`src/rtl/bridge_pkg.sv`:
```
// Shared constants and state encodings for the SRAM-like to AXI3 bridge.
package bridge_pkg;

    localparam logic [3:0] ARID_INST = 4'd0;
    localparam logic [3:0] ARID_DATA = 4'd1;
    localparam logic [3:0] AWID_DATA = 4'd1;

    localparam logic [7:0] AXI_LEN   = 8'd0;
    localparam logic [1:0] AXI_BURST = 2'b01;
    localparam logic [1:0] AXI_LOCK  = 2'b00;
    localparam logic [3:0] AXI_CACHE = 4'd0;
    localparam logic [2:0] AXI_PROT  = 3'd0;

    typedef enum logic {
        RD_IDLE,
        RD_AR
    } rd_state_t;

    typedef enum logic [1:0] {
        WR_IDLE,
        WR_SEND,
        WR_RESP
    } wr_state_t;

    function automatic logic [2:0] axi_size(input logic [1:0] s);
        return {1'b0, s};
    endfunction

endpackage

```
`src/rtl/bridge_rd_tracker.sv`:
```
// Per-port outstanding read counter, saturating at RD_DEPTH.
module bridge_rd_tracker #(
    parameter int RD_DEPTH = 2
) (
    input  logic clk,
    input  logic reset,
    input  logic inc,
    input  logic dec,
    output logic full,
    output logic empty
);

    logic [2:0] cnt;
    logic       dec_eff;

    // A stray response with nothing outstanding must not wrap the count.
    assign dec_eff = dec && !empty;
    assign full    = (cnt == 3'(RD_DEPTH));
    assign empty   = (cnt == 3'd0);

    always_ff @(posedge clk) begin
        if (reset) begin
            cnt <= 3'd0;
        end else if (inc && !dec_eff && !full) begin
            cnt <= cnt + 3'd1;
        end else if (dec_eff && !inc) begin
            cnt <= cnt - 3'd1;
        end
    end

endmodule

```
`src/rtl/sram_axi_bridge.sv`:
```
// Bridges inst/data SRAM-like ports onto one AXI3 master, in-order per port.
// Build option: BRIDGE_DATA_PRIO_EN gives the data port fixed AR priority.
module sram_axi_bridge
    import bridge_pkg::*;
#(
    parameter int ADDR_W   = 32,
    parameter int DATA_W   = 32,
    parameter int RD_DEPTH = 2
) (
    input  logic                clk,
    input  logic                reset,

    input  logic                inst_sram_req,
    input  logic                inst_sram_wr,
    input  logic [1:0]          inst_sram_size,
    input  logic [ADDR_W-1:0]   inst_sram_addr,
    input  logic [DATA_W/8-1:0] inst_sram_wstrb,
    input  logic [DATA_W-1:0]   inst_sram_wdata,
    output logic                inst_sram_addr_ok,
    output logic                inst_sram_data_ok,
    output logic [DATA_W-1:0]   inst_sram_rdata,

    input  logic                data_sram_req,
    input  logic                data_sram_wr,
    input  logic [1:0]          data_sram_size,
    input  logic [ADDR_W-1:0]   data_sram_addr,
    input  logic [DATA_W/8-1:0] data_sram_wstrb,
    input  logic [DATA_W-1:0]   data_sram_wdata,
    output logic                data_sram_addr_ok,
    output logic                data_sram_data_ok,
    output logic [DATA_W-1:0]   data_sram_rdata,

    output logic [3:0]          arid,
    output logic [ADDR_W-1:0]   araddr,
    output logic [7:0]          arlen,
    output logic [2:0]          arsize,
    output logic [1:0]          arburst,
    output logic [1:0]          arlock,
    output logic [3:0]          arcache,
    output logic [2:0]          arprot,
    output logic                arvalid,
    input  logic                arready,

    input  logic [3:0]          rid,
    input  logic [DATA_W-1:0]   rdata,
    input  logic [1:0]          rresp,
    input  logic                rlast,
    input  logic                rvalid,
    output logic                rready,

    output logic [3:0]          awid,
    output logic [ADDR_W-1:0]   awaddr,
    output logic [7:0]          awlen,
    output logic [2:0]          awsize,
    output logic [1:0]          awburst,
    output logic [1:0]          awlock,
    output logic [3:0]          awcache,
    output logic [2:0]          awprot,
    output logic                awvalid,
    input  logic                awready,

    output logic [3:0]          wid,
    output logic [DATA_W-1:0]   wdata,
    output logic [DATA_W/8-1:0] wstrb,
    output logic                wlast,
    output logic                wvalid,
    input  logic                wready,

    input  logic [3:0]          bid,
    input  logic [1:0]          bresp,
    input  logic                bvalid,
    output logic                bready
);

    rd_state_t rd_state;
    wr_state_t wr_state;

    logic inst_full, inst_empty;
    logic data_full, data_empty;
    logic inst_ret, data_ret;
    logic inst_rd_req, data_rd_req;
    logic grant_inst, grant_data;
    logic wr_accept, b_hs;
    logic unused_ok;

    assign inst_ret = rvalid && (rid[0] == ARID_INST[0]);
    assign data_ret = rvalid && (rid[0] == ARID_DATA[0]);

    // A retiring response frees its slot in the same cycle.
    assign inst_rd_req = (rd_state == RD_IDLE) && inst_sram_req
                      && (!inst_full || inst_ret);
    assign data_rd_req = (rd_state == RD_IDLE) && data_sram_req
                      && !data_sram_wr && (wr_state == WR_IDLE)
                      && (!data_full || data_ret);

`ifdef BRIDGE_DATA_PRIO_EN
    assign grant_data = data_rd_req;
`else
    logic last_data;

    assign grant_data = data_rd_req && (!inst_rd_req || !last_data);

    always_ff @(posedge clk) begin
        if (reset) begin
            last_data <= 1'b0;
        end else if (inst_rd_req && data_rd_req) begin
            last_data <= grant_data;
        end
    end
`endif

    assign grant_inst = inst_rd_req && !grant_data;

    assign wr_accept = (wr_state == WR_IDLE) && data_sram_req
                    && data_sram_wr && data_empty && !grant_data;

    // B waits while a data-port R beat is on the bus.
    assign bready = (wr_state == WR_RESP) && !data_ret;
    assign b_hs   = bvalid && bready;

    assign inst_sram_addr_ok = grant_inst;
    assign data_sram_addr_ok = grant_data || wr_accept;
    assign inst_sram_data_ok = inst_ret;
    assign data_sram_data_ok = data_ret || b_hs;
    assign inst_sram_rdata   = rdata;
    assign data_sram_rdata   = rdata;

    assign arlen   = AXI_LEN;
    assign arburst = AXI_BURST;
    assign arlock  = AXI_LOCK;
    assign arcache = AXI_CACHE;
    assign arprot  = AXI_PROT;
    assign rready  = 1'b1;

    assign awid    = AWID_DATA;
    assign awlen   = AXI_LEN;
    assign awburst = AXI_BURST;
    assign awlock  = AXI_LOCK;
    assign awcache = AXI_CACHE;
    assign awprot  = AXI_PROT;
    assign wid     = AWID_DATA;
    assign wlast   = 1'b1;

    assign unused_ok = ^{inst_sram_wr, inst_sram_wstrb, inst_sram_wdata,
                         rresp, rlast, rid[3:1], bid, bresp};

    bridge_rd_tracker #(.RD_DEPTH(RD_DEPTH)) u_inst_trk (
        .clk   (clk),
        .reset (reset),
        .inc   (grant_inst),
        .dec   (inst_ret),
        .full  (inst_full),
        .empty (inst_empty)
    );

    bridge_rd_tracker #(.RD_DEPTH(RD_DEPTH)) u_data_trk (
        .clk   (clk),
        .reset (reset),
        .inc   (grant_data),
        .dec   (data_ret),
        .full  (data_full),
        .empty (data_empty)
    );

    always_ff @(posedge clk) begin
        if (reset) begin
            rd_state <= RD_IDLE;
            arvalid  <= 1'b0;
            arid     <= ARID_INST;
            araddr   <= '0;
            arsize   <= 3'd0;
        end else begin
            unique case (rd_state)
                RD_IDLE: begin
                    if (grant_inst || grant_data) begin
                        rd_state <= RD_AR;
                        arvalid  <= 1'b1;
                        arid     <= grant_data ? ARID_DATA : ARID_INST;
                        araddr   <= grant_data ? data_sram_addr
                                               : inst_sram_addr;
                        arsize   <= grant_data ? axi_size(data_sram_size)
                                               : axi_size(inst_sram_size);
                    end
                end
                RD_AR: begin
                    if (arready) begin
                        rd_state <= RD_IDLE;
                        arvalid  <= 1'b0;
                    end
                end
            endcase
        end
    end

    always_ff @(posedge clk) begin
        if (reset) begin
            wr_state <= WR_IDLE;
            awvalid  <= 1'b0;
            wvalid   <= 1'b0;
            awaddr   <= '0;
            awsize   <= 3'd0;
            wdata    <= '0;
            wstrb    <= '0;
        end else begin
            unique case (wr_state)
                WR_IDLE: begin
                    if (wr_accept) begin
                        wr_state <= WR_SEND;
                        awvalid  <= 1'b1;
                        wvalid   <= 1'b1;
                        awaddr   <= data_sram_addr;
                        awsize   <= axi_size(data_sram_size);
                        wdata    <= data_sram_wdata;
                        wstrb    <= data_sram_wstrb;
                    end
                end
                WR_SEND: begin
                    if (awready) awvalid <= 1'b0;
                    if (wready)  wvalid  <= 1'b0;
                    if ((!awvalid || awready) && (!wvalid || wready)) begin
                        wr_state <= WR_RESP;
                    end
                end
                WR_RESP: begin
                    if (b_hs) wr_state <= WR_IDLE;
                end
                default: wr_state <= WR_IDLE;
            endcase
        end
    end

endmodule
```
`config.mk`:
```
export PLATFORM = sky130hd
export DESIGN_NAME = sram_axi_bridge
export DESIGN_NICKNAME = d
export VERILOG_FILES = /design/src/rtl/bridge_pkg.sv /design/src/rtl/bridge_rd_tracker.sv /design/src/rtl/sram_axi_bridge.sv
export SDC_FILE = /design/constraint.sdc
export NUM_CORES = 1
export LEC_CHECK = 0
export BUFFER_PORTS_ARGS = -buffer_cell sky130_fd_sc_hd__buf_2
export CORE_AREA = 2 2 165 167
export DETAILED_ROUTE_END_ITERATION = 7
export DIE_AREA = 0 0 167 169
export GPL_TIMING_DRIVEN = 0
export PLACE_DENSITY = 0.45
export SLEW_MARGIN = 20
export SYNTH_ARGS = -nofsm -noshare
export SYNTH_HDL_FRONTEND = slang
export SYNTH_SLANG_ARGS = --single-unit
```
`constraint.sdc`:
```
create_clock -name clk -period 6.1 [get_ports clk]
set_clock_uncertainty 0.1 [all_clocks]
set_input_delay 0.305 -clock clk [delete_from_list [all_inputs] [get_ports clk]]
set_output_delay 0.305 -clock clk [all_outputs]
set_load 0.005 [all_outputs]
```
==> impl_metrics.yaml, run 1 <==
yosys:
  ys_seq_elements: 118
  synth_cell_types: 42
  synthTopCellsByArea: "dfxtp_1 (42%), buf_4 (16%), nand2_1 (9.9%)"
  synth_top_area_frac: 0.4175
  synthCells: 678
  syn_avg_cell_area_um2: 8.345
  syn_area_mm2: 0.005658
  yosysSeqAreaShare: 0.4175
  ys_warn_count: 0
  yosysTopAreaCell: "dfxtp_1"
run:
  maxCapViolCount: 0
setup_path:
  end_kind: "register"
  critPathMaxFanout: 10
  crit_required_ns: 6.30
  r2r-start: "u_inst_trk.cnt[0]"
  crit_path_start_kind: "register"
  r2r_slack_ns: 2.97
  worst_r2r_path_depth: 10
  worstSetupPathType: "reg -> reg"
  crit_start: "u_inst_trk.cnt[0]"
  worstPathArrival_ns: 3.33
pwr:
  p_leak_nw: 4.083
  irDropWorstVdd_v: 0.0001558
  p_per_area_mw_per_mm2: 360.7
global_routing:
  antenna_found_initial: 1
  grtUsageTotal: 0.1443
  use_met1: 0.1735
  grt.met3_usage: 0.04583
  grtUsageMet2: 0.2505
  grt_max_degree: 17
  top_usage_layer: "met2"
  grt_pass1_wl_um: 30960
  grt-ovfl-total: 0
  grt_pass1_vias: 5275
clock_tree:
  h-tree-depth: 4
  clock-sinks: 118
  clkTransAtPathRegs_ns: 0.06
  hold_buffers: 0
  post_cts_resized: 0
  cts.path.max_buffers: 2
  postCtsSetupBuffers: 0
  root_buffer: "clkbuf_16"
  cts_tree: "yes"
  clk_latency_ns: 0.41
  numCtsBuffers: 17
floorplan:
  rows: 60
  die_w_um: 167
  dieArea_mm2: 0.02822
  core_mm2: 0.02650
  die_h_um: 169
  ios: 426
  start_util: 0.2135
route:
  via_per_inst: 3.951
  drtIter0Drc: 159
  drcViolationCount: 0
  ant_nets: 0
  wl_per_cell_um: 14.98
  first_pass_iters: 4
  via_count: 5507
  wl_um: 20890
status:
  status: "finished clean"
worst_hold_path:
  hold_class: "in -> reg"
  hold-path-cell-count: 3
  worstHoldStart: "data_sram_wdata[29]"
placed_design:
  post_dp_cell_area_mm2: 0.007732
  portBuffers: 291
  routabilityCongestion: 0.7141
  dpl.hpwl_um: 16080
sta:
  rsz0062_at_grt: "false"
  max_slew_margin: 0.3769
  report.final.slew_viol_count: 0
  setup_violations: 0
  fin_setup_tns_ns: 0
  fin_crit_sh: 0.5132
  final_hold_viol_count: 0
  timing.fmax_mhz: 319.5
  tightest_slew_ns: 0.9347
  fin_crit_ns: 3.130
layout:
  final_area_mm2: 0.008328
  drive_gt1_frac: 0.4430
  syn2layout_area_growth_pct: 47.19
  nets: 1237
  finish.utilization: 0.3143
worst paths after layout:
| path | endpoint |
|---|---|
| worst max register to register | u_data_trk.cnt[2] |
| worst max-delay path | u_data_trk.cnt[2] |
| worst min register to register | wdata[19] |
| worst min-delay path | wdata[29] |
power by group:
part / switching [W] / internal, W / leakage [nW]
Sequential: 0.0000941 / 0.000927 / 0.967
Clock: 0.000391 / 0.000633 / 0.292
Combinational: 0.000549 / 0.000410 / 2.82
worst max-delay path, cell delays in order (launching register included):
cell and delay [ns]:
dfxtp_1 0.36, nor2_2 0.23, a311oi_2 0.23, a21oi_4 0.26
buf_6 0.23, buf_8 0.21, nand2_1 0.10, fa_1 0.45
or3_1 0.38, mux2i_1 0.14, mux2_1 0.33
routing by layer:
metal,vias to the layer above,part of all wire
li1,2799,-
met5,-,0
met1,2485,0.42
met2,215,0.49
met3,8,0.079
met4,0,0.0071
cell usage after synthesis (all sizes together):
cell type / count
nand2: 149
buf: 130
dfxtp: 118
a21oi: 78
nor2: 55
mux2i: 39
a211oi: 34
clkbuf: 26
inv: 6
nor2b: 6
mux2: 4
nand2b: 4
nor3: 3
o21ai: 3
a2111oi: 2
and2: 2
conb: 2
fa: 2
or3: 2
a22oi: 1
a311o: 1
a311oi: 1
and3: 1
clkinv: 1
nand3: 1
nor3b: 1
o2111ai: 1
o211ai: 1
o21a: 1
o22ai: 1
o41ai: 1
or3b: 1
flip-flops by register name (all words and copies together), names as in the netlist:
| name | cells |
|---|---|
| arsize | 2 |
| wstrb | 4 |
| awaddr | 32 |
| arid | 1 |
| arvalid | 1 |
| rd_state | 1 |
| araddr | 32 |
| awsize | 2 |
| wvalid | 1 |
| awvalid | 1 |
| wdata | 32 |
| last_data | 1 |
| wr_state | 2 |
| u_data_trk.cnt | 3 |
| u_inst_trk.cnt | 3 |
metrics by stage:
| stage | worst slack (ns) | power [W] | hold WS (ns) | std cells |
|---|---|---|---|---|
| 2_1_floorplan | 3.310 | 0.001601 | 0.3410 | 729 |
| 3_3_place_gp | 2.941 | 0.002010 | 0.3394 | 1361 |
| 3_5_place_dp | 2.949 | 0.002019 | 0.3436 | 1361 |
| 4_1_cts | 2.922 | 0.003059 | 0.004560 | 1393 |
| 5_1_grt | 2.808 | 0.003207 | 0.005844 | 1393 |
| 6_report | 2.970 | 0.003004 | 0.02557 | 1394 |
layout by cell type (no fill, tap or decap), drive strengths merged:
| cell type | n |
|---|---|
| o41ai | 1 |
| nor3 | 3 |
| a2111oi | 2 |
| o21a | 1 |
| and2 | 2 |
| nor2 | 55 |
| inv | 7 |
| nor3b | 1 |
| nand2b | 4 |
| bufinv | 2 |
| mux2i | 39 |
| clkinvlp | 2 |
| or3b | 1 |
| o2111ai | 1 |
| clkbuf | 46 |
| a311oi | 1 |
| o21ai | 3 |
| a211oi | 34 |
| or3 | 2 |
| mux2 | 4 |
| buf | 421 |
| nand3 | 1 |
| nor2b | 6 |
| dfxtp | 118 |
| nand2 | 149 |
| clkinv | 8 |
| fa | 2 |
| a22oi | 1 |
| conb | 53 |
| a21oi | 78 |
| o211ai | 1 |
| diode | 1 |
| a311o | 1 |
| o22ai | 1 |
| and3 | 1 |
cell type report:
type	instances	area, um2
buffer	156	1070
inverter	7	31.28
timing repair buffer	291	1456
multi-input combinational	448	2386
antenna	1	2.502
fill	2926	18170
clock buffer	20	466.7
clock inverter	12	126.4
sequential	118	2362
tap	341	426.7
cells by family after synthesis:
kind of cell / count (synthesis) / synth area share
AO/OA/AOI/OAI: 125 / 0.1411
other: 2 / 0.001327
buffers and inverters: 163 / 0.1946
multiplexers: 43 / 0.07696
AND/OR/NAND/NOR: 225 / 0.1614
flip-flops: 118 / 0.4175
adder cells (fa/ha/maj): 2 / 0.007077
(Power assumes the default switching activity.)
==> run 2, diff against run 1 <==
--- a/config.mk
+++ b/config.mk
@@ -10,7 +10,7 @@
 export DETAILED_ROUTE_END_ITERATION = 7
 export DIE_AREA = 0 0 167 169
 export GPL_TIMING_DRIVEN = 0
-export PLACE_DENSITY = 0.45
+export PLACE_DENSITY = 0.47
 export SLEW_MARGIN = 20
 export SYNTH_ARGS = -nofsm -noshare
 export SYNTH_HDL_FRONTEND = slang
==> constraint.sdc (replaced) <==
create_clock -name clk -period 2.5 [get_ports clk]
set_clock_uncertainty 0.1 [all_clocks]
set_input_delay 0.125 -clock clk [delete_from_list [all_inputs] [get_ports clk]]
set_output_delay 0.125 -clock clk [all_outputs]
set_load 0.005 [all_outputs]
==> run 2 against run 1 <==
The flow now finishes with violations (setup timing). Maximum frequency grew 20%. Wire length up 4.2%. Critical endpoint unchanged. Register-to-register slack got worse by 3.1 ns. Largest power group is now combinational logic. Die area is the same. Critical path depth down 1. Highest routed layer is now met5. Via count grew 9.1%.
==> impl_metrics.yaml, run 2 (same netlist as run 1, synthesis figures left out) <==
status:
  status: "finished with violations"
  violations: "setup timing"
floorplan:
  core_mm2: 0.02650
  die_h_um: 169
  ios: 426
  die_w_um: 167
  start_util: 0.2135
  dieArea_mm2: 0.02822
  rows: 60
clock_tree:
  numCtsBuffers: 17
  cts.path.max_buffers: 2
  clk_latency_ns: 0.41
  root_buffer: "clkbuf_16"
  clkTransAtPathRegs_ns: 0.06
  clock-sinks: 118
  h-tree-depth: 4
  cts_tree: "yes"
route:
  drtIter0Drc: 172
  wl_um: 21760
  drcViolationCount: 0
  wl_per_cell_um: 14.41
  via_per_inst: 3.979
  ant_nets: 0
  via_count: 6008
  first_pass_iters: 4
sta:
  fin_crit_ns: 2.618
  fin_crit_sh: 1.047
  rsz0062_at_grt: "true"
  tightest_slew_ns: 0.7090
  timing.fmax_mhz: 381.9
  setup_slack_ns: -0.1183
  max_slew_margin: 0.5273
  report.final.slew_viol_count: 0
  final_hold_viol_count: 0
  setup_violations: 3
  fin_setup_tns_ns: -0.2068
setup_path:
  crit_required_ns: 2.70
  crit_path_start_kind: "register"
  max_stage_delay_ns: 0.38
  path_cells: "nor3b_4, o211ai_4, a21oi_4, buf_12, nand2_4, fa_2, or3_4, mux2i_1, mux2_1"
  worstPathArrival_ns: 2.82
  cp_slowest_cell: "fa_2"
  critPathMaxFanout: 3
  r2r_slack_ns: -0.12
  end_kind: "register"
  worstSetupPathType: "reg -> reg"
pwr:
  p_leak_nw: 4.599
  p_int_w: 0.004986
  irDropWorstVdd_v: 0.0003947
  p_per_area_mw_per_mm2: 801.3
  power_switching_w: 0.002665
  p_sw_frac: 0.3484
  seqPwrFrac: 0.326
  power_frac_comb: 0.352
  power_frac_clock: 0.322
placed_design:
  routabilityCongestion: 0.7320
  portBuffers: 291
  dpl.hpwl_um: 16040
  pre_cts_slack_ns: -0.4095
  place_inst: 1361
  post_dp_cell_area_mm2: 0.007754
global_routing:
  grt_max_degree: 17
  grtUsageTotal: 0.1474
  antenna_found_initial: 1
  grt_pass1_wl_um: 32000
  grt-ovfl-total: 0
  grt_pass1_vias: 5765
layout:
  fin_cells: 1510
  drive_gt1_frac: 0.4286
  reg_top3: "araddr (32), awaddr (32), wdata (32)"
  syn2layout_area_growth_pct: 68.77
  final_area_mm2: 0.009549
  nets: 1354
  final_cell_mix: "buf_2 (299), nand2_1 (147), buf_4 (134)"
  n_antenna_cell: 0
  final_common_cell: "buf_2"
worst_hold_path:
  hold_class: "in -> reg"
run:
  maxCapViolCount: 0
==> run 2: routing by layer <==
metal	track usage	part of all wire
met1	0.1737	0.42
met2	0.2628	0.51
met3	0.04138	0.060
met4	0.03861	0.015
met5	0	0.00051
==> run 2: cell type report <==
type | instances | area (um2)
clock buffer | 17 | 425.4
clock inverter | 15 | 158.9
fill | 2789 | 16950
buffer | 154 | 1065
tap | 341 | 426.7
inverter | 7 | 31.28
timing repair buffer | 410 | 2615
sequential | 118 | 2376
multi-input combinational | 448 | 2451
==> run 2: path summary, 6_finish.rpt <==
path | end | startpoint | cells after the start
worst min register to register | wdata[25] | wdata[25] | 2
worst max register to register | u_data_trk.cnt[2] | wr_state[1] | 9
worst min-delay path | araddr[18] | inst_sram_addr[18] | 3
worst max-delay path | u_data_trk.cnt[2] | wr_state[1] | 9
==> run 2: worst max-delay path: cells and delay by family, from the launching register on <==
family,cells,cell delay (ns)
flops,1,0.35
fa+ha+maj,1,0.38
compound gates,2,0.34
mux,2,0.50
simple gates,3,0.69
buf+inv,1,0.14
==> run 2: what timing repair did <==
item	4_1_cts	5_1_grt
pin swaps	9	7
gates resized for setup	14	16
endpoints found under the hold margin	103	1
hold buffers	101	1
setup buffers	16	2
endpoints found under the setup margin	13	37
==> run 2: per-stage QoR <==
stage,hold WS [ns],total power [W],utilization
global route,0.02242,0.008140,0.3603
detailed placement,0.2713,0.004943,0.2926
global placement,0.2660,0.004920,0.2926
finish,0.01227,0.007651,0.3603
CTS,0.0001010,0.007743,0.3593
floorplan,0.1610,0.003929,-
==> run 2: power groups by stage <==
stage / sequential [W] / combinational, W / clock [W]
5_1_grt: 0.00255 / 0.00298 / 0.00262
3_5_place_dp: 0.00254 / 0.00240 / 0
4_1_cts: 0.00250 / 0.00271 / 0.00254
3_3_place_gp: 0.00253 / 0.00239 / 0
2_1_floorplan: 0.00256 / 0.00137 / 0
6_report: 0.00250 / 0.00269 / 0.00246
